--- src/rtl/mem_ctrl_pkg.sv ---
`default_nettype none
// ============================================================================
// Module      : mem_ctrl_pkg
// Description : Shared types and constants for the byte-wide memory
//               controller (FSM states, LSB length codes, IO region tag,
//               default icache line size).
// Revision    : 1.0  initial release
// ============================================================================
package mem_ctrl_pkg;

    typedef enum logic [1:0] {
        ST_IDLE   = 2'd0,
        ST_IFETCH = 2'd1,
        ST_LOAD   = 2'd2,
        ST_STORE  = 2'd3
    } state_t;

    typedef enum logic [1:0] {
        LEN_BYTE = 2'd0,
        LEN_HALF = 2'd1,
        LEN_WORD = 2'd2,
        LEN_RSVD = 2'd3
    } lsb_len_t;

    localparam int         LINE_BYTES_DEF = 8;
    localparam logic [1:0] IO_ADDR_HI_DEF = 2'b11;

    // Bit positions inside the one-hot grant vector
    localparam int GNT_IC  = 0;
    localparam int GNT_LSB = 1;

    // Byte count of an LSB access; the reserved code behaves as a word
    function automatic logic [2:0] len_to_bytes(input logic [1:0] len);
        case (len)
            LEN_BYTE: len_to_bytes = 3'd1;
            LEN_HALF: len_to_bytes = 3'd2;
            default:  len_to_bytes = 3'd4;
        endcase
    endfunction

endpackage
`default_nettype wire

--- src/rtl/mem_ctrl_arb.sv ---
`default_nettype none
// ============================================================================
// Module      : mem_ctrl_arb
// Description : Requester arbitration for mem_ctrl. Combinational one-hot
//               grant; when MEM_ARB_RR_EN is defined a last-grant register
//               makes ties round-robin, otherwise the LSB wins every tie.
// Revision    : 1.0  initial release
// ============================================================================
module mem_ctrl_arb
    import mem_ctrl_pkg::*;
(
    input  logic       clk_in,
    input  logic       rst_in,
    input  logic       rdy_in,
    input  logic       idle,
    input  logic       ic_req,
    input  logic       lsb_req,
    input  logic       ic_done,
    input  logic       lsb_done,
    input  logic       clear_signal,
    input  logic       lsb_wr,
    output logic [1:0] grant
);

    logic ic_ok;
    logic lsb_ok;
    logic tie_to_ic;

    // Qualify requests: a requester being answered this cycle is ignored,
    // and a flush blocks fetches and loads but not committed stores
    always_comb begin
        ic_ok  = ic_req & ~ic_done & ~clear_signal;
        lsb_ok = lsb_req & ~lsb_done & ~(clear_signal & ~lsb_wr);
    end

`ifdef MEM_ARB_RR_EN
    logic last_lsb;

    // Remember who was granted last; reset favours the icache on the first tie
    always_ff @(posedge clk_in) begin
        if (!rst_in) begin
            last_lsb <= 1'b1;
        end else if (rdy_in && (grant != 2'b00)) begin
            last_lsb <= grant[GNT_LSB];
        end
    end

    assign tie_to_ic = last_lsb;
`else
    logic unused_arb;
    assign unused_arb = &{1'b0, clk_in, rst_in, rdy_in};
    assign tie_to_ic  = 1'b0;
`endif

    // One-hot grant, only offered while the controller is idle
    always_comb begin
        grant = 2'b00;
        if (idle) begin
            if (ic_ok && lsb_ok) begin
                grant[GNT_IC]  = tie_to_ic;
                grant[GNT_LSB] = ~tie_to_ic;
            end else if (ic_ok) begin
                grant[GNT_IC] = 1'b1;
            end else if (lsb_ok) begin
                grant[GNT_LSB] = 1'b1;
            end
        end
    end

endmodule
`default_nettype wire

--- src/rtl/mem_ctrl.sv ---
`default_nettype none
// ============================================================================
// Module      : mem_ctrl
// Description : Shares one byte-wide RAM port between icache line fetches
//               and LSB loads/stores. Sequences each access as back-to-back
//               byte transfers, little-endian, with a one-cycle done pulse.
//               Define MEM_ARB_RR_EN for round-robin tie arbitration
//               (default build: LSB has fixed priority).
// Revision    : 1.0  initial release
// ============================================================================
module mem_ctrl
    import mem_ctrl_pkg::*;
#(
    parameter int         LINE_BYTES = LINE_BYTES_DEF,
    parameter logic [1:0] IO_ADDR_HI = IO_ADDR_HI_DEF
) (
    input  logic                    clk_in,
    input  logic                    rst_in,
    input  logic                    rdy_in,
    input  logic                    clear_signal,
    input  logic                    ic_signal,
    input  logic [31:0]             ic_addr,
    output logic                    ic_done,
    output logic [8*LINE_BYTES-1:0] ic_data,
    input  logic                    lsb_signal,
    input  logic                    lsb_wr,
    input  logic [31:0]             lsb_addr,
    input  logic [1:0]              lsb_len,
    input  logic [31:0]             lsb_wdata,
    output logic                    lsb_done,
    output logic [31:0]             lsb_rdata,
    input  logic [7:0]              mem_din,
    output logic [7:0]              mem_dout,
    output logic [31:0]             mem_a,
    output logic                    mem_wr,
    input  logic                    io_buffer_full
);

    localparam int CNT_W = $clog2(LINE_BYTES + 1);

    state_t           state;
    state_t           state_next;
    logic [CNT_W-1:0] cnt;
    logic [CNT_W-1:0] len;
    logic [CNT_W-1:0] lane;
    logic [CNT_W-1:0] cnt_inc;
    logic [31:0]      wdata;
    logic [1:0]       grant;
    logic             io_stall;

    // Reads capture the byte addressed one cycle earlier
    assign lane    = cnt - CNT_W'(1);
    assign cnt_inc = cnt + CNT_W'(1);

    mem_ctrl_arb u_arb (
        .clk_in       (clk_in),
        .rst_in       (rst_in),
        .rdy_in       (rdy_in),
        .idle         (state == ST_IDLE),
        .ic_req       (ic_signal),
        .lsb_req      (lsb_signal),
        .ic_done      (ic_done),
        .lsb_done     (lsb_done),
        .clear_signal (clear_signal),
        .lsb_wr       (lsb_wr),
        .grant        (grant)
    );

    // State register; a pause freezes it
    always_ff @(posedge clk_in) begin
        if (!rst_in) begin
            state <= ST_IDLE;
        end else if (rdy_in) begin
            state <= state_next;
        end
    end

    // Next state, IO back-pressure and the write strobe
    always_comb begin
        state_next = state;
        io_stall   = 1'b0;
        mem_wr     = 1'b0;
        case (state)
            ST_IDLE: begin
                if (grant[GNT_IC]) begin
                    state_next = ST_IFETCH;
                end else if (grant[GNT_LSB]) begin
                    state_next = lsb_wr ? ST_STORE : ST_LOAD;
                end
            end
            ST_IFETCH, ST_LOAD: begin
                if (clear_signal || (cnt == len)) begin
                    state_next = ST_IDLE;
                end
            end
            ST_STORE: begin
                io_stall = (mem_a[17:16] == IO_ADDR_HI) && io_buffer_full;
                mem_wr   = rdy_in && !io_stall;
                if (!io_stall && (cnt == len - CNT_W'(1))) begin
                    state_next = ST_IDLE;
                end
            end
            default: state_next = ST_IDLE;
        endcase
    end

    // Address/data sequencing, byte capture and done pulses
    always_ff @(posedge clk_in) begin
        if (!rst_in) begin
            cnt       <= '0;
            len       <= '0;
            wdata     <= '0;
            mem_a     <= '0;
            mem_dout  <= '0;
            ic_done   <= 1'b0;
            lsb_done  <= 1'b0;
            ic_data   <= '0;
            lsb_rdata <= '0;
        end else if (rdy_in) begin
            ic_done  <= 1'b0;
            lsb_done <= 1'b0;
            case (state)
                ST_IDLE: begin
                    if (grant[GNT_IC]) begin
                        mem_a   <= ic_addr;
                        len     <= CNT_W'(LINE_BYTES);
                        cnt     <= '0;
                        ic_data <= '0;
                    end else if (grant[GNT_LSB]) begin
                        mem_a    <= lsb_addr;
                        len      <= CNT_W'(len_to_bytes(lsb_len));
                        cnt      <= '0;
                        wdata    <= lsb_wdata;
                        mem_dout <= lsb_wdata[7:0];
                        if (!lsb_wr) begin
                            lsb_rdata <= '0;
                        end
                    end
                end
                ST_IFETCH, ST_LOAD: begin
                    if (clear_signal) begin
                        cnt <= '0;
                    end else begin
                        if (cnt != '0) begin
                            if (state == ST_IFETCH) begin
                                ic_data[{lane, 3'b000} +: 8] <= mem_din;
                            end else begin
                                lsb_rdata[{lane[1:0], 3'b000} +: 8] <= mem_din;
                            end
                        end
                        if (cnt == len) begin
                            cnt <= '0;
                            if (state == ST_IFETCH) begin
                                ic_done <= 1'b1;
                            end else begin
                                lsb_done <= 1'b1;
                            end
                        end else begin
                            cnt <= cnt_inc;
                            // Hold the last address instead of touching base+n
                            if (cnt_inc != len) begin
                                mem_a <= mem_a + 32'd1;
                            end
                        end
                    end
                end
                ST_STORE: begin
                    if (!io_stall) begin
                        if (cnt == len - CNT_W'(1)) begin
                            cnt      <= '0;
                            lsb_done <= 1'b1;
                        end else begin
                            cnt      <= cnt_inc;
                            mem_a    <= mem_a + 32'd1;
                            mem_dout <= wdata[{cnt_inc[1:0], 3'b000} +: 8];
                        end
                    end
                end
                default: ;
            endcase
        end
    end

endmodule
`default_nettype wire

--- config.mk ---
export PLATFORM = sky130hd
export DESIGN_NAME = mem_ctrl
export DESIGN_NICKNAME = d
export VERILOG_FILES = /design/src/rtl/mem_ctrl_pkg.sv /design/src/rtl/mem_ctrl_arb.sv /design/src/rtl/mem_ctrl.sv
export SDC_FILE = /design/constraint.sdc
export NUM_CORES = 1
export LEC_CHECK = 0
export BUFFER_PORTS_ARGS = -buffer_cell sky130_fd_sc_hd__clkbuf_2
export CAP_MARGIN = 20
export CORE_ASPECT_RATIO = 1.75
export CORE_MARGIN = 2
export CORE_UTILIZATION = 39
export DETAILED_ROUTE_END_ITERATION = 7
export SETUP_SLACK_MARGIN = 0.2
export SLEW_MARGIN = 20
export SYNTH_ARGS = -nofsm -noshare
export SYNTH_HDL_FRONTEND = slang
export SYNTH_SLANG_ARGS = --single-unit
--- constraint.sdc ---
create_clock -name clk_in -period 2.93 [get_ports clk_in]
set_clock_uncertainty 0.2 [all_clocks]
set_input_delay 0.879 -clock clk_in [delete_from_list [all_inputs] [get_ports clk_in]]
set_output_delay 0.879 -clock clk_in [all_outputs]
set_load 0.01 [all_outputs]
# ---- Word level (Yosys, flattened, before mapping)
# Cells that the tools add are included.
dict set report classes {
  addsub 6
  mul 0
  div 0
  n_lt_le_gt_ge 0
  n_eq_ne 23
  shifts 5
  mux 60
  n_bitwise 11
  reduce_logical 21
}
# operator count
set ops {}
lappend ops {{$mux 32} 13}
lappend ops {{$mux 64} 4}
lappend ops {{$pmux 64 s2} 1}
lappend ops {{$pmux 32 s3} 1}
lappend ops {{$bwmux 64} 1}
lappend ops {{$pmux 32 s2} 1}
lappend ops {{$shift 8x9->64 const A} 1}
lappend ops {{$shiftx 8x9->64} 1}
lappend ops {{$add 32x1->32 const B} 1}
lappend ops {{$bwmux 32} 1}
lappend ops {{$mux 4} 8}
lappend ops {{$mux 8} 4}
lappend ops {{$shift 8x7->32 const A} 1}
lappend ops {{$shiftx 32x6->8} 1}
lappend ops {{$shiftx 8x7->32} 1}
lappend ops {{$ne 2x2->1 const B} 14}
lappend ops {{$pmux 8 s2} 1}
lappend ops {{$mux 1} 15}
lappend ops {{$mux 2} 6}
lappend ops {{$pmux 4 s3} 1}
lappend ops {{$reduce_and 6->1} 2}
lappend ops {{$neg 7->9} 1}
lappend ops {{$eq 4x4->1} 2}
lappend ops {{$reduce_and 4->1} 2}
lappend ops {{other kinds (22)} 42}
dict set report word_totals {
  register_bits 180
  latchBits 0
  ramBits 0
  mem_bits_ro 0
  input_bits 114
  wordCells 136
  n_memories 0
}

# ---- Longest topological paths before layout
# Gate-level depths: netlist of the first run.
dict set report depth {
  ltp_word 11
  mapped_depth 10
  depth_no_buf 8
}

# ---- Hierarchy
# A second synthesis of the first run with hierarchy kept.
dict set report hier_totals {
  cells_unflattened 1070
  hier_area_um2 9429.0
}
# module instances cells_per_inst area_each_um2
set modules_own_cells {}
lappend modules_own_cells {mem_ctrl 1 1065 9387.8}
lappend modules_own_cells {mem_ctrl_arb 1 5 41.3}

# ---- Least setup slack after synthesis of the first run
# Ideal clock, no wire load.
dict set report synth_timing {
  path_kind {in2reg}
  from {in lsb_signal}
  to {reg lsb_rdata[16]}
  setup_ps 128
  arrival_time_ps 2476
  setup_slack_ps 127
  cell_stages 7
  n_path_buf 1
  path_cell_list {nand2b_1 > clkbuf_1 > or3_1 > a2111o_1 > a21oi_4 > mux2i_1 > nor2_1}
}
dict set report synth_between {
  elab_chain_cells 8
}
# element line
set synth_lines {}
lappend synth_lines {{start: declaration} mem_ctrl.sv:25} ;# input logic lsb_signal,
lappend synth_lines {{$and 1x1->1 * (2 in series)} mem_ctrl_arb.sv:33} ;# lsb_ok = lsb_req & ~lsb_done & ~(clear_signal & ~lsb_wr);
lappend synth_lines {{$mux 1} mem_ctrl_arb.sv:64} ;# end else if (lsb_ok) begin
lappend synth_lines {{$mux 1} mem_ctrl_arb.sv:62} ;# end else if (ic_ok) begin
lappend synth_lines {{$mux 2 *} mem_ctrl_arb.sv:59} ;# if (ic_ok && lsb_ok) begin
lappend synth_lines {{$mux 2 *} mem_ctrl_arb.sv:58} ;# if (idle) begin
lappend synth_lines {{$ne 2x2->1 (no source line)} n/a}
lappend synth_lines {{$reduce_and 8->1 (no source line) *} n/a}
lappend synth_lines {{end signal: indexed assignment} mem_ctrl.sv:148} ;# lsb_rdata[{lane[1:0], 3'b000} +: 8] <= mem_din;
lappend synth_lines {{end: declaration} mem_ctrl.sv:31} ;# output logic [31:0] lsb_rdata,
# Mark *: on every way between the ends. The rest lies on a longest branch, timed or not.
# A chain may end at the register's enable or synchronous reset.

# ---- Worst setup path in the final report of the first run
dict set report layout_timing {
  from {reg state[1]}
  to {reg mem_a[13]}
}
dict set report layout_between {
  elab_chain_cells 4
}
# element line
set layout_lines {}
lappend layout_lines {{start: declaration} mem_ctrl.sv:41} ;# state_t state;
lappend layout_lines {{start signal: assignment} mem_ctrl.sv:74} ;# state <= state_next;
lappend layout_lines {{$eq 2x1->1, or another cell as far along} mem_ctrl.sv:122} ;# case (state)
lappend layout_lines {{$reduce_or 2->1, or another cell as far along} mem_ctrl.sv:122}
lappend layout_lines {{$ne 2x2->1 (no source line), or another cell as far along} n/a}
lappend layout_lines {{$reduce_and 7->1 (no source line) or $pmux 32 s3 (tied branches)} n/a}
lappend layout_lines {{end signal: assignment} mem_ctrl.sv:125} ;# mem_a <= ic_addr;
lappend layout_lines {{end signal: assignment} mem_ctrl.sv:130} ;# mem_a <= lsb_addr;
lappend layout_lines {{end signal: assignment} mem_ctrl.sv:162} ;# mem_a <= mem_a + 32'd1;
lappend layout_lines {{end: declaration} mem_ctrl.sv:34} ;# output logic [31:0] mem_a,
# Parallel ways exist; a longest one is shown, timed or not.

==> flow_metrics.tcl, run 1 <==
set metrics [dict create \
    status "finished, final reports clean" \
    synth_nets 1145 \
    yosys_warnings 0 \
    globalplace.congestion 0.871 \
    place_inst 1538 \
    hpwl_um 20700 \
    io_buffer_count 252 \
    drv_cap 0 \
    overflow 0 \
    cts_tree "built" \
    grt_max_degree 118 \
    numClockSinks 180 \
    grt_first_pass_wirelength_um 43200 \
    wl_um 27900 \
    p_leak_uw 0.00438 \
    peakVddDrop_v 0.000362 \
    syn-mean-instance-area_um2 8.35 \
    cts_hold_buf 0 \
    syn2layout_area_growth_pct 29.6 \
    fmax_mhz 381 \
    rsz0062_at_grt "true" \
    grt_pass1_vias 8192 \
    cts_made_buffers 17 \
    drt_iter0_drc 442 \
    worstMarginPinSlew_ps 585 \
    slew_violations 0 \
    final_common_cell "clkbuf_2" \
    drt_pass1_iterations 5 \
    clk_latency_ps 430 \
    synth_seq_area_share_pct 42.4 \
    arrival_ps 2740 \
    clockBufferDepth 2 \
    floorplan.initialDensity_pct 39.7 \
    ys_ff_latch 180 \
    die_h_um 199 \
    synthCells 1017 \
    crit_type "flip-flop to flip-flop" \
    drcViolationCount 0 \
    layout_common_cells "252 x clkbuf_2, 178 x dfxtp_1, 163 x nand2_1, 121 x a21oi_1, 65 x nor2_1" \
    netlist_area_um2 8490 \
    cts-root-buf "clkbuf_16" \
    synth_edf_count 0 \
    multi_input_area_um2 4650 \
    drive_gt1_share_pct 30.1 \
    antenna_found_initial 1 \
    grt.total_usage_pct 24.1 \
    synth_flop_cell "dfxtp_1" \
    vias_per_cell 5.43 \
    finalCritPeriodShare_pct 89.5 \
    pin_count 253 \
    hold_class "flip-flop to flip-flop" \
    slew_headroom_pct 61.0 \
    finalSetupViolCount 0 \
    ys_async_sr_fraction_pct 0 \
    clk_pin_slew_ps 70 \
    rows 71 \
    nets 1396 \
    coreArea_um2 21400 \
    ant_nets 0 \
    vias 8551 \
    crit_path_end_kind "flip-flop" \
    seq_area_um2 3610 \
    required_ps 3050 \
    p_per_area_nw_per_um2 527 \
    final-instance-count-excl-fill 1574 \
    avgRoutedWirePerCell_um 17.8 \
    die_w_um 116 \
    dieArea_um2 23000 \
    period_needed_ps 2620 \
    crit_fanout 33 \
    fillerInstances 2144 \
    ys_types 70 \
    htreeDepth 4 \
    tns_ps 0 \
    crit_path_start_kind "flip-flop" \
    finalHoldViolCount 0 \
]
## repair_timing
action                                  CTS  global route
hold endpoints to repair                  0             0
endpoints found under the setup margin   48           137
pin swaps                                 0             1
buffers inserted                          0             3
gates resized for setup                   2            33
## final cells by class
class	instances	area share [%]
antenna	1	0.0227
clock buffer	19	3.93
clock inverter	13	0.932
inverter	20	0.693
multi-input combinational	745	42.2
sequential	180	32.7
tap	292	3.32
timing repair buffer	304	16.1
## path summary, 6_finish.rpt
kind	end	slack, ps	depth (start not counted)	from
worst max-delay path	mem_a[13]	310	10	state[1]
worst min-delay path	lsb_rdata[9]	250	2	lsb_rdata[9]
worst max register to register	mem_a[13]	310	10	state[1]
worst min register to register	lsb_rdata[9]	250	2	lsb_rdata[9]
## cell families after synthesis
family / count (synthesis) / synth area share, %
AOI/OAI and AO/OA: 310 / 23.8
xor gates and xnor gates: 15 / 1.90
adders and majority gates: 14 / 2.06
buffers and inverters: 92 / 4.45
DFF: 180 / 42.4
muxes: 31 / 4.85
and+or+nand+nor: 375 / 20.6
## metal layers
metal / vias to the layer above / global-route usage [%] / routed length [um]
met5: - / 0 / 0
met4: 0 / 12.9 / 1280
met3: 67 / 3.55 / 1250
met2: 274 / 43.2 / 14800
met1: 4018 / 27.1 / 10600
li1: 4192 / - / -
## synth_stat cells, types with 6 or more instances
library cell / instances / share of area [%]
nor4_1: 10 / 0.74
buf_1: 10 / 0.44
mux4_2: 8 / 2.1
mux2i_1: 22 / 2.6
o21ai_1: 26 / 1.5
nor3_1: 28 / 1.6
and3_1: 10 / 0.74
nand2b_1: 11 / 0.81
o2bb2ai_1: 16 / 1.6
a31oi_1: 7 / 0.52
inv_1: 16 / 0.71
nand2_1: 165 / 7.3
clkbuf_1: 45 / 2.0
a21oi_1: 121 / 7.1
nand4_1: 6 / 0.44
a22o_1: 32 / 3.3
buf_2: 14 / 0.82
ha_1: 14 / 2.1
nand3_1: 37 / 2.2
o21ai_0: 36 / 2.1
a32oi_1: 14 / 1.4
dfxtp_1: 180 / 42
a22oi_1: 7 / 0.62
or3_1: 14 / 1.0
nor2_1: 65 / 2.9
o22ai_1: 9 / 0.66
xnor2_1: 8 / 0.82
## power by group
part / switching (uW) / internal, uW / total, uW
clock: 1010 / 1100 / 2110
sequential: 92.3 / 2530 / 2620
combinational: 648 / 416 / 1060
## stage by stage
step | hold WS (ps) | cell area (um^2) | utilization, % | setup WS [ps] | power (uW)
CTS | 256 | 10800 | 50.7 | 138 | 5830
floorplan | 233 | 8510 | - | 189 | 3280
global placement | 239 | 10300 | 48.1 | 30.9 | 3700
finish | 255 | 11000 | 51.4 | 308 | 5800
global route | 272 | 11000 | 51.4 | 181 | 6070
detailed placement | 247 | 10300 | 48.1 | 0.565 | 3710
## critical path, stage by stage, from the launching register on
cell       delay [ps]
dfxtp_1           370
inv_1             120
ha_1              340
inv_2              50
buf_4             160
or3_1             420
nor3_4            230
a2111oi_4          60
buf_12            190
and3_1            170
a31o_1            170
## sequential cells by signal, summed over array words and instances, names as in the netlist
name and count:
ic_done 1, state 2, mem_a 32, len 4
lsb_done 1, mem_dout 8, lsb_rdata 32, ic_data 64
cnt 4, wdata 32
No activity file was read; power rests on OpenSTA's default activity.
==> inputs of run 2 (changes only) <==
Settings changed: CAP_MARGIN 20 to 25, CORE_MARGIN 2 to unset, CORE_UTILIZATION 39 to 45, PLACE_DENSITY set to 0.71.
==> run 2 against run 1 <==
Against the previous run:
- hold slack barely moved
- sequential cell count is the same
- sequential power hardly changed
- final area down 0.53%
- sequential share of layout area rose by 0.16 points
- clock power increased by 12%
==> flow_metrics.tcl, run 2 (synthesis gave the netlist of run 1 again) <==
set metrics [dict create \
    p_comb_share_pct 17.9 \
    drt_pass1_iterations 5 \
    r2r_slack_ps 350 \
    place_area_um2 10200 \
    coreArea_um2 18500 \
    wl_met2_um 14500 \
    required_ps 1850 \
    dieArea_um2 19500 \
    p_leak_uw 0.00443 \
    numClockSinks 180 \
    syn2layout_area_growth_pct 28.9 \
    vias 8678 \
    slowest_stage "dfxtp_2" \
    drt_iter0_drc 605 \
    tns_ps 0 \
    cts_tree "built" \
    finalSetupViolCount 0 \
    globalplace.congestion 0.953 \
    slowest_delay_ps 370 \
    vias_per_cell 5.72 \
    met1_length_um 10100 \
    clk_pin_slew_ps 70 \
    internal-power_uw 4320 \
    top_layer_used "met4" \
    crit_path_end_kind "primary output" \
    rows 66 \
    worstMarginPinSlew_ps 561 \
    grt_first_pass_wirelength_um 41800 \
    antennaDiodeCount 0 \
    fmax_mhz 376 \
    switching_share_pct 28.8 \
    crit_chain "ha_1 > buf_12 > nand2_1 > nor2_1 > clkbuf_2" \
    p_per_area_nw_per_um2 554 \
    drcViolationCount 0 \
    pre_cts_ws_ps 30.7 \
    crit_type "flip-flop to primary output" \
    crit_family "flip-flops" \
    clkPwrFrac_pct 39.0 \
    die_w_um 106 \
    crit_fanout 13 \
    grt_max_degree 118 \
    rsz0062_at_grt "false" \
    slew_violations 0 \
    arrival_ps 1580 \
    worst_slack_ps 271 \
    whs_ps 255 \
    nets 1395 \
    layout_common_cells "252 x clkbuf_2, 179 x dfxtp_1, 164 x nand2_1, 121 x a21oi_1, 65 x nor2_1" \
    final-instance-count-excl-fill 1517 \
    regMostFlops "ic_data" \
    clockBufferDepth 2 \
    io_buffer_count 252 \
    hpwl_um 19700 \
    clk_latency_ps 420 \
    antenna_found_initial 0 \
    period_needed_ps 2660 \
    overflow 0 \
    final_common_cell "clkbuf_2" \
    die_h_um 184 \
    cts-root-buf "clkbuf_16" \
    floorplan.initialDensity_pct 45.9 \
    wl_um 27200 \
    hold_class "flip-flop to flip-flop" \
    htreeDepth 4 \
    crit_path_start_kind "flip-flop" \
    peakVddDrop_v 0.000384 \
    avgRoutedWirePerCell_um 17.9 \
    final_cell_area_um2 11000 \
    grt_pass1_vias 8159 \
    finalCritPeriodShare_pct 90.7 \
    crit_buf_inv 2 \
    p_sw_uw 1750 \
    cts_made_buffers 17 \
    drive_gt1_share_pct 29.4 \
    pin_count 253 \
    grt.total_usage_pct 27.4 \
    route.met3.wl_um 1500 \
    status "finished, final reports clean" \
    power_frac_seq_pct 43.1 \
    drv_cap 0 \
    finalHoldViolCount 0 \
    slew_headroom_pct 62.6 \
    largest_register_ffs 64 \
    ant_nets 0 \
    place_inst 1479 \
]
-- run 2: changes by cell type in the layout (fill, tap and decap cells not counted), sizes merged --
cell      change
clkinv        -4
bufinv        +3
clkinvlp      -2
inv           +2
buf           -1
diode         -1
-- run 2: path summary, 6_finish.rpt --
| path | start | to | depth (start not counted) |
|---|---|---|---|
| setup / recovery | state[0] | mem_wr | 5 |
| hold / removal | wdata[5] | wdata[5] | 2 |
| setup reg to reg | state[1] | ic_data[62] | 9 |
| hold reg to reg | wdata[5] | wdata[5] | 2 |
-- run 2: layout make-up --
type	instances	area, um^2
clock buffers	19	433
clock inverters	12	166
fillers	1702	7550
repair buffers	303	1770
multi-input cells	745	4600
inverters	20	76.3
well taps	238	298
flip-flops and latches	180	3600
-- run 2: power by group through the flow --
stage	Clock, uW	Sequential [uW]	Combinational, uW
after floorplan	0	2680	607
after global placement	0	2670	1020
after detailed placement	0	2670	1020
after CTS	2400	2610	1030
after global routing	2500	2620	1180
final	2360	2620	1090
-- run 2: tightest hold or removal path: stages, from the launching register on --
cell and delay [ps]:
dfxtp_1 310, nand2_1 50, a21oi_1 50
-- run 2: stage by stage --
step           total power [uW]  utilization (%)
2_1_floorplan              3280                -
3_3_place_gp               3680             55.0
3_5_place_dp               3690             55.0
4_1_cts                    6040             58.3
5_1_grt                    6300             59.2
6_report                   6070             59.2
-- run 2: per-layer routing --
layer,GRT usage (%),vias up
li1,-,4186
met1,29.9,4073
met2,51.2,365
met4,13.1,0
met3,4.04,54
met5,0,-
-- run 2: repair_timing --
action	CTS	global route
gates cloned	0	1
resized for setup	3	23
setup endpoints to repair	39	131
hold buffers	0	0
buffers inserted	0	6
pin swaps	0	4
